<file path="src/rtl/fma_spec_handler_pipe.sv">
// Multi-lane FMA special-case handler: classifies a*b+/-c operands per lane and
// resolves NaN/invalid/overflow/underflow/zero/inf results through a two-stage valid/ready pipe.
module fma_spec_handler_pipe #(
  parameter int EXP_W = 8,
  parameter int MAN_W = 23,
  parameter int LANES = 4
) (
  input  logic                              clk,
  input  logic                              rst,
  input  logic                              in_valid,
  output logic                              in_ready,
  input  logic                              nj_mode,
  input  logic                              sub_mode,
  input  logic [LANES-1:0]                  lane_en,
  input  logic [LANES*(1+EXP_W+MAN_W)-1:0]  op_a,
  input  logic [LANES*(1+EXP_W+MAN_W)-1:0]  op_b,
  input  logic [LANES*(1+EXP_W+MAN_W)-1:0]  op_c,
  output logic                              out_valid,
  input  logic                              out_ready,
  output logic [LANES-1:0]                  spec_mask,
  output logic [LANES*(1+EXP_W+MAN_W)-1:0]  res_spec,
  output logic [4:0]                        flags,
  input  logic                              flag_clr
);

  localparam int W    = 1 + EXP_W + MAN_W;
  localparam int BIAS = (1 << (EXP_W - 1)) - 1;
  localparam logic [EXP_W+1:0] BIAS2_V = (EXP_W+2)'(2 * BIAS);
  localparam logic [EXP_W+1:0] OVF_LIM = (EXP_W+2)'(BIAS);
  localparam logic [EXP_W+1:0] UNF_LIM = (EXP_W+2)'(1 - BIAS);
  localparam logic [W-2:0]     INF_MAG = {{EXP_W{1'b1}}, {MAN_W{1'b0}}};
  localparam logic [W-1:0]     QNAN    = {1'b0, {EXP_W{1'b1}}, 1'b1, {(MAN_W-1){1'b0}}};

  typedef struct packed {
    logic a_zero;
    logic a_inf;
    logic a_nan;
    logic b_zero;
    logic b_inf;
    logic b_nan;
    logic c_inf;
    logic c_nan;
    logic ovf;
    logic unf;
    logic sign_ab;
  } lane_cls_t;

  logic s1_valid_q, s2_valid_q;
  logic s1_adv, s2_adv;

  assign s2_adv   = !s2_valid_q || out_ready;
  assign s1_adv   = !s1_valid_q || s2_adv;
  assign in_ready = !rst && s1_adv;

  // ---------------- stage 1: classification ----------------
  lane_cls_t [LANES-1:0] cls_d, cls_q;
  logic [LANES*W-1:0]    a_q, b_q, c_q;
  logic [LANES-1:0]      en_q;
  logic                  nj_q, sub_q;

  for (genvar gi = 0; gi < LANES; gi++) begin : g_s1
    logic [EXP_W-1:0] ea, eb, ec;
    logic [MAN_W-1:0] ma, mb, mc;
    logic [EXP_W+1:0] e_ab;
    lane_cls_t        cls_l;

    assign ea   = op_a[gi*W+MAN_W +: EXP_W];
    assign eb   = op_b[gi*W+MAN_W +: EXP_W];
    assign ec   = op_c[gi*W+MAN_W +: EXP_W];
    assign ma   = op_a[gi*W +: MAN_W];
    assign mb   = op_b[gi*W +: MAN_W];
    assign mc   = op_c[gi*W +: MAN_W];
    // Unbiased product exponent; wraps into a signed EXP_W+2 field.
    assign e_ab = {2'b00, ea} + {2'b00, eb} - BIAS2_V;

    always_comb begin
      cls_l         = '0;
      cls_l.a_zero  = (ea == '0) && (ma == '0);
      cls_l.a_inf   = (&ea) && (ma == '0);
      cls_l.a_nan   = (&ea) && (ma != '0);
      cls_l.b_zero  = (eb == '0) && (mb == '0);
      cls_l.b_inf   = (&eb) && (mb == '0);
      cls_l.b_nan   = (&eb) && (mb != '0);
      cls_l.c_inf   = (&ec) && (mc == '0);
      cls_l.c_nan   = (&ec) && (mc != '0);
      cls_l.ovf     = $signed(e_ab) > $signed(OVF_LIM);
      cls_l.unf     = $signed(e_ab) < $signed(UNF_LIM);
      cls_l.sign_ab = op_a[gi*W+W-1] ^ op_b[gi*W+W-1];
    end

    assign cls_d[gi] = cls_l;
  end

  always_ff @(posedge clk) begin
    if (rst) begin
      s1_valid_q <= 1'b0;
      cls_q      <= '0;
      a_q        <= '0;
      b_q        <= '0;
      c_q        <= '0;
      en_q       <= '0;
      nj_q       <= 1'b0;
      sub_q      <= 1'b0;
    end else if (s1_adv) begin
      s1_valid_q <= in_valid;
      cls_q      <= cls_d;
      a_q        <= op_a;
      b_q        <= op_b;
      c_q        <= op_c;
      en_q       <= lane_en;
      nj_q       <= nj_mode;
      sub_q      <= sub_mode;
    end
  end

  // ---------------- stage 2: priority resolution ----------------
  logic [LANES-1:0]   mask_d, mask_q;
  logic [LANES*W-1:0] res_d, res_q;
  logic [LANES*5-1:0] hit_lanes;
  logic [4:0]         hits_d, hits_q;
  logic [4:0]         flags_d, flags_q;

  for (genvar gi = 0; gi < LANES; gi++) begin : g_s2
    lane_cls_t  cl;
    logic [W-1:0] a_l, b_l, c_l, ce_l, inf_ab, res_l;
    logic         mask_l;
    logic [4:0]   hit_l;

    assign cl     = cls_q[gi];
    assign a_l    = a_q[gi*W +: W];
    assign b_l    = b_q[gi*W +: W];
    assign c_l    = c_q[gi*W +: W];
    assign ce_l   = {c_l[W-1] ^ sub_q, c_l[W-2:0]};
    assign inf_ab = {cl.sign_ab, INF_MAG};

    // hit_l bits: {nan, invalid, overflow, underflow, inf}; the zero case raises no flag.
    always_comb begin
      res_l  = '0;
      mask_l = 1'b0;
      hit_l  = '0;
      if (en_q[gi]) begin
        mask_l = 1'b1;
        if (cl.a_nan || cl.b_nan || cl.c_nan) begin
          hit_l[4] = 1'b1;
          res_l    = cl.a_nan ? a_l : (cl.b_nan ? b_l : c_l);
        end else if ((cl.a_inf && cl.b_zero) || (cl.a_zero && cl.b_inf) ||
                     ((cl.a_inf || cl.b_inf) && cl.c_inf && (cl.sign_ab != ce_l[W-1]))) begin
          hit_l[3] = 1'b1;
          res_l    = QNAN;
        end else if (cl.ovf && !cl.a_zero && !cl.b_zero) begin
          hit_l[2] = 1'b1;
          res_l    = inf_ab;
        end else if (nj_q && cl.unf && !(cl.a_inf || cl.b_inf || cl.c_inf)) begin
          hit_l[1] = 1'b1;
          res_l    = ce_l;
        end else if (cl.a_zero || cl.b_zero) begin
          res_l    = ce_l;
        end else if (cl.a_inf || cl.b_inf) begin
          hit_l[0] = 1'b1;
          res_l    = inf_ab;
        end else if (cl.c_inf) begin
          hit_l[0] = 1'b1;
          res_l    = ce_l;
        end else begin
          mask_l   = 1'b0;
        end
      end
    end

    assign res_d[gi*W +: W]     = res_l;
    assign mask_d[gi]           = mask_l;
    assign hit_lanes[gi*5 +: 5] = hit_l;
  end

  always_comb begin
    hits_d = '0;
    for (int i = 0; i < LANES; i++) begin
      hits_d = hits_d | hit_lanes[i*5 +: 5];
    end
  end

  // A set arriving with flag_clr wins over the clear.
  always_comb begin
    flags_d = flag_clr ? 5'b0 : flags_q;
    if (s2_valid_q && out_ready) begin
      flags_d = flags_d | hits_q;
    end
  end

  always_ff @(posedge clk) begin
    if (rst) begin
      s2_valid_q <= 1'b0;
      mask_q     <= '0;
      res_q      <= '0;
      hits_q     <= '0;
      flags_q    <= '0;
    end else begin
      flags_q <= flags_d;
      if (s2_adv) begin
        s2_valid_q <= s1_valid_q;
        mask_q     <= mask_d;
        res_q      <= res_d;
        hits_q     <= hits_d;
      end
    end
  end

  assign out_valid = s2_valid_q;
  assign spec_mask = mask_q;
  assign res_spec  = res_q;
  assign flags     = flags_q;

endmodule

</file>
<file path="config.mk">
export PLATFORM = sky130hd
export DESIGN_NAME = fma_spec_handler_pipe
export DESIGN_NICKNAME = d
export VERILOG_FILES = /design/src/rtl/fma_spec_handler_pipe.sv
export SDC_FILE = /design/constraint.sdc
export NUM_CORES = 1
export LEC_CHECK = 0
export CELL_PAD_IN_SITES_DETAIL_PLACEMENT = 0
export CELL_PAD_IN_SITES_GLOBAL_PLACEMENT = 2
export CORE_ASPECT_RATIO = 1.2
export CORE_MARGIN = 2
export CORE_UTILIZATION = 29
export CTS_CLUSTER_DIAMETER = 120
export DETAILED_ROUTE_END_ITERATION = 8
export PLACE_DENSITY = 0.84
export SETUP_SLACK_MARGIN = 0.3
export SYNTH_ARGS = -nofsm -noshare
export SYNTH_HDL_FRONTEND = slang
export SYNTH_SLANG_ARGS = --single-unit
</file>
<file path="constraint.sdc">
create_clock -name clk -period 4.7 [get_ports clk]
set_clock_uncertainty 0.2 [all_clocks]
set_input_delay 1.41 -clock clk [delete_from_list [all_inputs] [get_ports clk]]
set_output_delay 1.41 -clock clk [all_outputs]
set_load 0.1 [all_outputs]
</file>
**After elaboration in Yosys (flattened, before gate mapping)**

Cells that the tools add are included.

- Output and inout bits: 139
- Bits of input ports: 395
- Bits in latches: 0
- RAM bits: 0
- Logic and storage cells: 357
- ROM bits: 0
- Memories kept: 0
- Flip-flop bits (word level): 578

- Shift operators: 0
- $add $sub $neg: 8
- Eq/ne operators: 4
- Mux-type cells: 114
- Bitwise operators: 12
- Reduce and logical (&&, ||, !) cells: 155
- Multiply operators: 0
- Magnitude comparators: 8
- Divide/modulo/power cells: 0

Operators by type and width:

| operator | count |
|---|---|
| $mux 32 | 40 |
| $logic_not 23->1 | 12 |
| $reduce_bool 23->1 | 12 |
| $reduce_and 8->1 | 12 |
| $logic_and 1x1->1 | 66 |
| $logic_not 8->1 | 8 |
| $mux 1 | 56 |
| $gt 10x8->1 const B | 4 |
| $lt 10x8->1 const B | 4 |
| $sub 9x8->10 const B | 4 |
| $add 8x8->9 | 4 |
| $logic_or 1x1->1 | 30 |
| $mux 5 | 6 |
| $or 5x5->5 | 4 |
| $mux 4 | 4 |
| $logic_not 1->1 | 15 |
| $mux 3 | 4 |
| $mux 2 | 4 |
| $xor 1x1->1 | 8 |
| $ne 1x1->1 | 4 |

**Logic depth before layout (Yosys ltp)**

Gate-level depths: netlist of run 1.

- Depth in word-level cells: 12
- Mapped depth: 12
- Depth with buffers taken out: 12

**Worst setup path after synthesis of run 1**

OpenSTA, ideal clock, no wires.

- Kind: input to output
- Start: input port out_ready
- End: output port in_ready
- Arrival: 2.540 ns
- Setup slack: 0.550 ns
- Path buffers: 1
- Stages on the path: 5
- Required time: 3.090 ns
- Path through: nor2b_1 nand2_1 nand2b_1 buf_1 inv_1

- Cells in the longest elaborated chain, start to end: 3

Ends and longest elaborated chain:

| what | RTL line | text |
|---|---|---|
| from (decl) | 19 | `input logic out_ready,` |
| $logic_or 1x1->1 | 51 | `assign s2_adv = !s2_valid_q \|\| out_ready;` |
| $logic_or 1x1->1 | 52 | `assign s1_adv = !s1_valid_q \|\| s2_adv;` |
| $logic_and 1x1->1 | 53 | `assign in_ready = !rst && s1_adv;` |
| to (decl) | 11 | `output logic in_ready,` |

No other way between the ends.

**Final worst setup path of run 1**

Same ends and word-level chain as after synthesis.

==> results.json, run 1 <==
{
  "cp.required_ps": 3090,
  "dpl.hpwl_mm": 77.3,
  "die-height_um": 338,
  "yosysTopAreaCellShare_pct": 42.9,
  "design_area_mm2": 0.0358,
  "dr.pass1.iters": 6,
  "grt_pass1_vias": 26600,
  "crit_arrival_ps": 2670,
  "clock_path_buffers": 3,
  "synth_edf_count": 0,
  "swShare_pct": 26.0,
  "synth.distinct_cells": 70,
  "power_frac_clock_pct": 45.1,
  "setup_tns_ps": 0,
  "start_util_pct": 29.2,
  "yosys.area.top_type": "dfxtp_1",
  "vias": 27100,
  "yosysMostFrequentCell": "nand2_1",
  "die_x_um": 282,
  "synthCells": 3612,
  "drv_cap": 0,
  "grt_usage_pct": 22.2,
  "antenna_left": 0,
  "remaining_drc_errors": 0,
  "syn-cell-area_mm2": 0.0270,
  "antenna_found_initial": 6,
  "grt_pass1_wl_mm": 164,
  "clk_pin_slew_ps": 50,
  "grt_max_degree": 194,
  "drt-total-wl_mm": 110,
  "cts.sinks": 578,
  "crit_path_end_kind": "output pin",
  "wl_per_cell_um": 20.7,
  "yosys-top-cells-count": "nand2_1 (1,062), a21oi_1 (601), dfxtp_1 (578)",
  "min_path_type": "flip-flop to flip-flop",
  "max-vdd-ir-drop_mv": 0.198,
  "p_switching_mw": 3.18,
  "tritoncts": "built",
  "drive_gt1_share_pct": 5.82,
  "cts_root_buffer": "clkbuf_16",
  "grt.overflow.total": 0,
  "power_density_mw_per_mm2": 341,
  "synthFlopType": "dfxtp_1",
  "rsz0062_at_grt": "no",
  "crit_type": "input pin to output pin",
  "cp-start-kind": "input pin",
  "worstPathMaxFanout": 3,
  "areaGrowthSynthToFinish_pct": 32.8,
  "globalplace.congestion": 0.821,
  "synth_nets": 4075,
  "seqPwrFrac_pct": 43.2,
  "fin_nets": 4483,
  "core_area_mm2": 0.0922,
  "setup_violations": 0,
  "port_buffers": 533,
  "clock_latency_ps": 610,
  "run_status": "finished clean",
  "p_leak_nw": 13.6,
  "via_per_inst": 5.10,
  "synth_area_leaders": "dfxtp_1 (43%), nand2_1 (15%), a21oi_1 (11%), clkbuf_1 (3.3%), nor2_1 (2.9%)",
  "fp.dieArea_mm2": 0.0955,
  "fmax_mhz": 234,
  "htreeDepth": 3,
  "ys_seq_area_share_pct": 42.9,
  "ios": 534,
  "cts.hold.buffers_added": 0,
  "final-max-slew-violation-count": 0,
  "combinationalPowerShare_pct": 11.7,
  "synth_seq_cells": 578,
  "hold_violations": 0,
  "syn_area_per_cell_um2": 7.47,
  "intPower_mw": 9.03,
  "worstMarginPinSlew_ps": 1170,
  "rows": 122,
  "postPlaceCellArea_mm2": 0.0335,
  "fin_crit_ps": 4280,
  "synthArstFlopShare_pct": 0,
  "final_min_period_over_clock_period_pct": 91.1,
  "cts_made_buffers": 68,
  "drt_iter0_markers": 1810,
  "ys_warn_count": 0,
  "relSlewSlack_pct": 21.8
}
-- path summary, 6_finish.rpt --
path | from | to | slack (ps) | cells past startpoint
max | out_ready | in_ready | 420 | 6
min | b_q[2] | b_q[2] | 250 | 2
max reg2reg | sub_q | res_spec[116] | 1510 | 6
min reg2reg | b_q[2] | b_q[2] | 250 | 2
-- metal layers --
layer,up-vias,track usage [%],wire (um)
met5,-,0,33
met4,6,7.58,3220
met3,160,3.74,6110
met2,744,38.5,53900
met1,12800,27.7,46600
li1,13400,-,-
-- flip-flops by register name, summed over array words and instances, names as in the netlist --
| register | count |
|---|---|
| a_q | 128 |
| b_q | 128 |
| c_q | 128 |
| cls_q | 44 |
| en_q | 4 |
| flags | 5 |
| hits_q | 5 |
| nj_q | 1 |
| out_valid | 1 |
| res_spec | 128 |
| s1_valid_q | 1 |
| spec_mask | 4 |
| sub_q | 1 |
-- cells in the final DEF (no fill, tap or decap), types with 10 or more instances in the layout --
cell type and instances:
xor2_1 19, a221oi_1 16, ha_1 60, o211ai_1 10, buf_4 69, clkdlybuf4s50_1 520
o22ai_1 12, a22oi_1 55, inv_1 50, nor3b_1 34, clkbuf_8 12, nand2_1 1061
clkbuf_1 15, nand3_1 25, nor2b_1 33, a22o_1 17, clkbuf_16 70, nand4_1 47
nor3_1 72, nor2_1 209, o31ai_1 40, o21ai_0 110, dfxtp_1 571, nand2b_1 11
a211oi_1 12, buf_12 14, clkinv_2 10, nand3b_1 16, a222oi_1 44, a21oi_1 601
nor4_1 80
-- worst max-delay path: stages --
cell and delay, ps:
clkdlybuf4s50_1 520, nor2b_4 190, nand2_4 70, nand2b_1 170
inv_2 110, buf_12 190
-- area by class of cell --
type | instances | area [um^2]
Fill cell | 9800 | 56400
Multi-Input combinational cell | 2716 | 14200
Sequential cell | 578 | 11600
Timing Repair Buffer | 604 | 6020
Clock buffer | 97 | 1970
Tap cell | 1240 | 1550
Clock inverter | 24 | 320
Inverter | 52 | 195
Antenna cell | 2 | 5.00
-- cells by family (layout without fill, tap and decap cells) --
group                    count (synthesis)  in the layout  share of synthesized area, %
flip-flops                             578            578                          42.9
XOR/XNOR                                32             32                          1.29
AND/OR/NAND/NOR                       1634           1634                          26.1
multiplexers                             7              7                         0.264
buffers and inverters                  318            777                          4.65
adder cells (fa/ha/maj)                 68             68                          3.38
other                                    0              2                             0
AO/OA/AOI/OAI                          975            975                          21.4
-- metrics by stage --
step | total power [mW] | setup slack (ps) | hold slack [ps] | utilization, % | cells
floorplan | 6.06 | 550 | 232 | - | 3612
global placement | 6.81 | 140 | 237 | 36.4 | 5190
detailed placement | 6.81 | 188 | 243 | 36.4 | 5190
CTS | 12.4 | 380 | 251 | 38.8 | 5311
global route | 12.7 | 346 | 265 | 38.8 | 5313
finish | 12.2 | 419 | 248 | 38.8 | 5313
-- power groups by stage --
stage               logic (mW)  registers, mW  clock network, mW
detailed placement        1.43           5.38                  0
floorplan                0.664           5.40                  0
global placement          1.43           5.38                  0
global route              1.56           5.30               5.85
finish                    1.43           5.27               5.51
CTS                       1.44           5.27               5.66
-- repair_timing --
item | 4_1_cts | 5_1_grt
setup buffers | 0 | 0
resized for setup | 1 | 0
endpoints found under the setup margin | 1 | 0
(Power assumes the default switching activity.)
==> inputs of run 2 (changes only) <==
- CAP_MARGIN: not set -> 15
==> results of run 2 <==
Same layout as run 1: the final DEF is identical, and so are final timing and power.
==> inputs of run 3 (changes only) <==
- SKIP_CTS_REPAIR_TIMING: not set -> 1
==> results of run 3 <==
Same layout as run 1: the final DEF is identical, and so are final timing and power.
